**config.mk**
```make
export PLATFORM = sky130hd
export DESIGN_NAME = selector_nway_rr
export DESIGN_NICKNAME = d
export VERILOG_FILES = /design/src/rtl/selector_nway_rr_pkg.sv /design/src/rtl/selector_nway_rr_arb.sv /design/src/rtl/selector_nway_rr.sv
export SDC_FILE = /design/constraint.sdc
export NUM_CORES = 1
export LEC_CHECK = 0
export BUFFER_PORTS_ARGS = -buffer_cell sky130_fd_sc_hd__clkbuf_2
export CAP_MARGIN = 0
export CORE_ASPECT_RATIO = 2
export CORE_UTILIZATION = 57
export DETAILED_ROUTE_END_ITERATION = 8
export PLACE_DENSITY_LB_ADDON = 0.25
export SLEW_MARGIN = 20
export SYNTH_ARGS = -nofsm -noshare
export SYNTH_HDL_FRONTEND = slang
export SYNTH_SLANG_ARGS = --single-unit
export TNS_END_PERCENT = 5
```
**constraint.sdc**
```tcl
create_clock -name clk -period 6.4 [get_ports clk]
set_clock_uncertainty 0.05 [all_clocks]
set_input_delay 0.32 -clock clk [delete_from_list [all_inputs] [get_ports clk]]
set_output_delay 0.32 -clock clk [all_outputs]
set_load 0.02 [all_outputs]
```
**src/rtl/selector_nway_rr_pkg.sv**
```systemverilog
// selector_nway_rr shared definitions.
// Mode encodings and default geometry.
package selector_nway_rr_pkg;

    localparam logic MODE_FIXED   = 1'b0;
    localparam logic MODE_RR      = 1'b1;

    localparam int   DEF_WIDTH    = 4;
    localparam int   DEF_CHANNELS = 8;

endpackage

```
**src/rtl/selector_nway_rr_arb.sv**
```systemverilog
// rr_arbiter: rotate-priority request search.
// Picks the first request after ptr, wrapping mod N.
module rr_arbiter
    import selector_nway_rr_pkg::*;
#(
    parameter int N  = DEF_CHANNELS,
    parameter int PW = $clog2(N)
) (
    input  logic [N-1:0]  req,
    input  logic [PW-1:0] ptr,
    output logic [PW-1:0] grant_idx,
    output logic          grant_valid
);

    logic [PW-1:0] cand [N];

    for (genvar k = 0; k < N; k++) begin : g_cand
        assign cand[k] = PW'((int'(ptr) + k + 1) % N);
    end

    // first requesting candidate in rotated order wins
    always_comb begin
        grant_idx   = '0;
        grant_valid = 1'b0;
        for (int k = 0; k < N; k++) begin
            if (!grant_valid && req[cand[k]]) begin
                grant_valid = 1'b1;
                grant_idx   = cand[k];
            end
        end
    end

endmodule

```
**src/rtl/selector_nway_rr.sv**
```systemverilog
// selector_nway_rr: N-channel registered selector.
// Fixed-select or round-robin, valid/ready both sides.
module selector_nway_rr
    import selector_nway_rr_pkg::*;
#(
    parameter int WIDTH    = DEF_WIDTH,
    parameter int CHANNELS = DEF_CHANNELS,
    parameter int SEL_W    = $clog2(CHANNELS)
) (
    input  logic                      clk,
    input  logic                      rst_n,
    input  logic [CHANNELS*WIDTH-1:0] in_data,
    input  logic [CHANNELS-1:0]       in_valid,
    output logic [CHANNELS-1:0]       in_ready,
    input  logic                      mode,
    input  logic [SEL_W-1:0]          sel,
    output logic [WIDTH-1:0]          out_data,
    output logic [SEL_W-1:0]          out_chan,
    output logic                      out_valid,
    input  logic                      out_ready
);

    logic [SEL_W-1:0] ptr;
    logic [SEL_W-1:0] rr_idx;
    logic             rr_valid;
    logic             fix_valid;
    logic [SEL_W-1:0] grant_idx;
    logic             grant_valid;
    logic [WIDTH-1:0] grant_data;
    logic             load;

    rr_arbiter #(
        .N  (CHANNELS),
        .PW (SEL_W)
    ) u_arb (
        .req         (in_valid),
        .ptr         (ptr),
        .grant_idx   (rr_idx),
        .grant_valid (rr_valid)
    );

    assign load = !out_valid || out_ready;

    // fixed grant: out-of-range sel matches no channel
    always_comb begin
        fix_valid = 1'b0;
        for (int i = 0; i < CHANNELS; i++) begin
            if (sel == SEL_W'(i)) begin
                fix_valid = in_valid[i];
            end
        end
    end

    // choose between fixed and round-robin grant
    always_comb begin
        grant_idx   = '0;
        grant_valid = 1'b0;
        unique case (1'b1)
            (mode == MODE_RR): begin
                grant_idx   = rr_idx;
                grant_valid = rr_valid;
            end
            (mode == MODE_FIXED): begin
                grant_idx   = sel;
                grant_valid = fix_valid;
            end
            default: ;
        endcase
    end

    // data mux for the granted channel
    always_comb begin
        grant_data = '0;
        for (int i = 0; i < CHANNELS; i++) begin
            if (grant_idx == SEL_W'(i)) begin
                grant_data = in_data[i*WIDTH +: WIDTH];
            end
        end
    end

    // one-hot accept, suppressed in reset and backpressure
    always_comb begin
        in_ready = '0;
        for (int i = 0; i < CHANNELS; i++) begin
            in_ready[i] = rst_n && load && grant_valid
                          && (grant_idx == SEL_W'(i));
        end
    end

    // output register and round-robin pointer
    always_ff @(posedge clk) begin
        if (!rst_n) begin
            out_valid <= 1'b0;
            out_data  <= '0;
            out_chan  <= '0;
            ptr       <= SEL_W'(CHANNELS - 1);
        end else if (load) begin
            if (grant_valid) begin
                out_valid <= 1'b1;
                out_data  <= grant_data;
                out_chan  <= grant_idx;
                ptr       <= grant_idx;
            end else begin
                out_valid <= 1'b0;
            end
        end
    end

endmodule

```
==> run_results.csv <==
group,metric,value,unit
status,status,"completed",
synthesis,synth_flop_cell,"dfxtp_1",
grt,antenna_found_initial,0,
placed_design,dpl.cell_count,365,
grt,grt_max_degree,21,
synthesis,avgSynthCellArea,8.76,µm²
synthesis,netlist_top_cells_area,"mux4_2 (10%), dfxtp_1 (9.1%), mux2i_1 (7.5%), buf_6 (3.7%), nor2_1 (3.3%)",
worst_setup_path,cpMaxStageDelayCell,"dfxtp_1",
cts,cts.sinks,11,
sta,slew_violations,0,
worst_setup_path,end_kind,"output port",
grt,grtUsageMet2,0.601,
placed_design,place_area,0.00257,mm²
synthesis,synthCells,276,
cts,cts_hold_buf,0,
route,route.detailed.drc,0,
grt,grt_pass1_wl,11800,µm
sta,timing.hold.ws,0.281,ns
sta,rsz0062_at_grt,"false",
sta,slew_headroom,0.321,
cts,cts_inserted_buffers,3,
layout,final_cells,369,
synthesis,ys_seq_area_frac,0.0911,
route,finalWirelength,7190,µm
layout,areaGrowthSynthToFinish,8.44,%
sta,setup_viol,0,
die,coreArea,0.00409,mm²
worst_setup_path,reg2reg_to,"out_data[0]",
layout,postLayoutCellArea,0.00262,mm²
worst_setup_path,cp.arrival,5.32,ns
layout,drive_gt1_frac,0.375,
worst_setup_path,path_class,"register to output port",
route,drtIter0Drc,51,
grt,grt_use_total,0.360,
die,fp.dieH,94.1,µm
power_and_ir_drop,p_leak,1.11,nW
route,ant_nets,0,
cts,clk_pin_slew_worst_paths,0.05,ns
layout,antenna_cells,0,
worst_setup_path,start_kind,"register",
cts,post_cts_buffers,0,
cts,cts_tree,"done",
grt,use_met3,0.0846,
worst_setup_path,cp_common_cell,"a221oi_2",
power_and_ir_drop,peakVddDrop,0.293,mV
layout,multi_input_area,0.00191,mm²
route,dr.pass1.iters,4,
worst_setup_path,setup.worst_path.end,"in_ready[3]",
synthesis,synthArstFlopShare,0,
sta,max_freq,0.176,GHz
grt,busiest_layer,"met2",
synthesis,synth_edf_count,0,
grt,use_met1,0.368,
sta,tightest_slew,1.01,ns
cts,cts_resized,0,
synthesis,synthDistinctLibCells,82,
route,vias_per_cell,6.65,
layout,nFillCells,370,
worst_setup_path,path_max_fanout,20,
layout,layout.area.seq,220,µm²
cts,h-tree-depth,1,
grt,grt_pass1_vias,2443,
sta,hold_viol_final,0,
synthesis,syn_nets,326,
worst_setup_path,crit_required,6.03,ns
die,io_pins,63,
worst_setup_path,cp-startpoint,"ptr[0]",
route,vias,2453,
worst_setup_path,worst-r2r-cell-count,14,
placed_design,io_buffers,62,
placed_design,dp_hpwl,5710,µm
die,die-area,0.00452,mm²
worst_setup_path,cp_slowest_stage_delay,0.89,ns
route,wl_per_cell,19.5,µm
die,start_util,0.591,
worst_setup_path,crit-reg2reg-launch,"ptr[0]",
layout,final_util,0.641,
die,rows,33,
synthesis,synth_top_cell_by_area,"mux4_2",
cts,clockRootBuffer,"clkbuf_8",
sta,fin_ws,0.714,ns
sta,fin_tns_setup,0,ns
synthesis,syn_area,0.00242,mm²
placed_design,gp_routability_congestion,1.07,
worst_setup_path,cp_cell_sequence,"inv_2 -> ha_1 -> buf_4 -> mux2i_1 -> mux2_4 -> a221oi_2 -> nor4_4 -> a22oi_1 -> a221oi_2 -> nor2_1 -> nand2_1 -> nor3_1 -> clkbuf_2",
synthesis,ys_warn_count,0,
cts,clock_latency,0.24,ns
cts,clk_path_buf_depth,2,
power_and_ir_drop,power_density,352,mW/mm²
worst_setup_path,r2r_slack,1.26,ns
placed_design,pre_cts_slack,1.03,ns
die,fp.dieW,48.1,µm
sta,fin_crit_sh,0.888,
synthesis,netlist.area_leader.share,0.102,
grt,grt.overflow.total,0,
layout,nets,368,
flow_run,maxCapViolations,0,
min_path,hp-class,"primary input to register",
synthesis,ys_seq_elements,11,
power_and_ir_drop,p_total,921,µW
sta,post-route-min-period,5.69,ns
==> routing by layer <==
layer	vias up	part of all wire
li1	1153	-
met1	1143	0.33
met2	117	0.55
met3	40	0.052
met4	0	0.074
met5	-	0
==> cell usage in the layout, fill, tap and decap left out, types with 3 or more instances in the layout <==
cell type | netlist | final
o211ai_1 | 4 | 4
nor2_1 | 21 | 21
mux2_2 | 5 | 5
buf_4 | 2 | 4
nor2b_1 | 7 | 7
nand2b_1 | 5 | 5
a221oi_2 | 3 | 3
a211oi_1 | 4 | 4
a21oi_1 | 5 | 5
clkbuf_2 | 1 | 62
dfxtp_1 | 11 | 11
nor4_1 | 4 | 4
or2_1 | 3 | 3
mux2i_1 | 18 | 18
nand3b_1 | 4 | 4
o21ai_0 | 10 | 10
a31oi_1 | 4 | 4
inv_1 | 9 | 9
nand2_2 | 3 | 3
nand2_1 | 17 | 17
nand3_1 | 12 | 12
clkbuf_8 | 5 | 3
nor3_1 | 5 | 5
mux4_2 | 11 | 11
ha_1 | 3 | 3
nand4_1 | 3 | 3
a221o_1 | 3 | 3
mux2_4 | 4 | 4
==> critical path, delay by kind of cell, from the launching register on <==
family / cells / cell delay, ns
and+or+nand+nor: 4 / 1.42
AOI/OAI and AO/OA: 3 / 0.79
DFF: 1 / 0.89
muxes: 2 / 0.51
adders and majority gates: 1 / 0.60
buffers and inverters: 3 / 0.84
==> cells in the mapped netlist (3+ instances only) <==
master    instances
nor2_1           21
o21ai_0          10
o211ai_1          4
nand2b_1          5
nor4_1            4
clkbuf_1          9
nand2_2           3
inv_1             9
mux4_2           11
clkbuf_8          5
buf_6             8
dfxtp_1          11
a31oi_1           4
buf_2             3
nand3_1          12
mux2_4            4
or2_1             3
a21oi_1           5
nor3_1            5
a221oi_2          3
mux2_2            5
mux2i_1          18
ha_1              3
nor2b_1           7
nand2_1          17
nand4_1           3
a221o_1           3
a211oi_1          4
nand3b_1          4
==> cells by family after synthesis <==
| family | after synthesis | synth area share |
|---|---|---|
| AO/OA/AOI/OAI | 69 | 0.237 |
| adder cells (fa/ha/maj) | 3 | 0.0155 |
| XOR/XNOR | 3 | 0.0140 |
| multiplexers | 41 | 0.256 |
| buffers and inverters | 39 | 0.118 |
| flip-flops | 11 | 0.0911 |
| AND/OR/NAND/NOR | 110 | 0.268 |
==> cell type report <==
cell class | count | area share
Tap cell | 52 | 0.0248
Multi-Input combinational cell | 226 | 0.730
Inverter | 10 | 0.0143
Clock buffer | 4 | 0.0172
Timing Repair Buffer | 66 | 0.130
Sequential cell | 11 | 0.0840
==> how the worst min path moves through the flow <==
stage,startpoint,end,slack [ns],cells past startpoint
CTS,in_data[31],out_data[3],0.28,3
floorplan,in_data[31],out_data[3],0.42,2
global placement,out_chan[0],out_chan[0],0.41,2
global route,in_data[31],out_data[3],0.29,3
detailed placement,out_chan[0],out_chan[0],0.42,2
finish,in_data[31],out_data[3],0.28,3
==> power by group <==
part | internal (mW) | total, mW | switching (mW)
Combinational | 0.306 | 0.742 | 0.437
Sequential | 0.0866 | 0.110 | 0.0232
Clock | 0.0437 | 0.0694 | 0.0257
==> sequential cells by signal, indices dropped and copies added (netlist names) <==
name,flops
ptr,3
out_data,4
out_chan,3
out_valid,1
(Power assumes the default switching activity.)
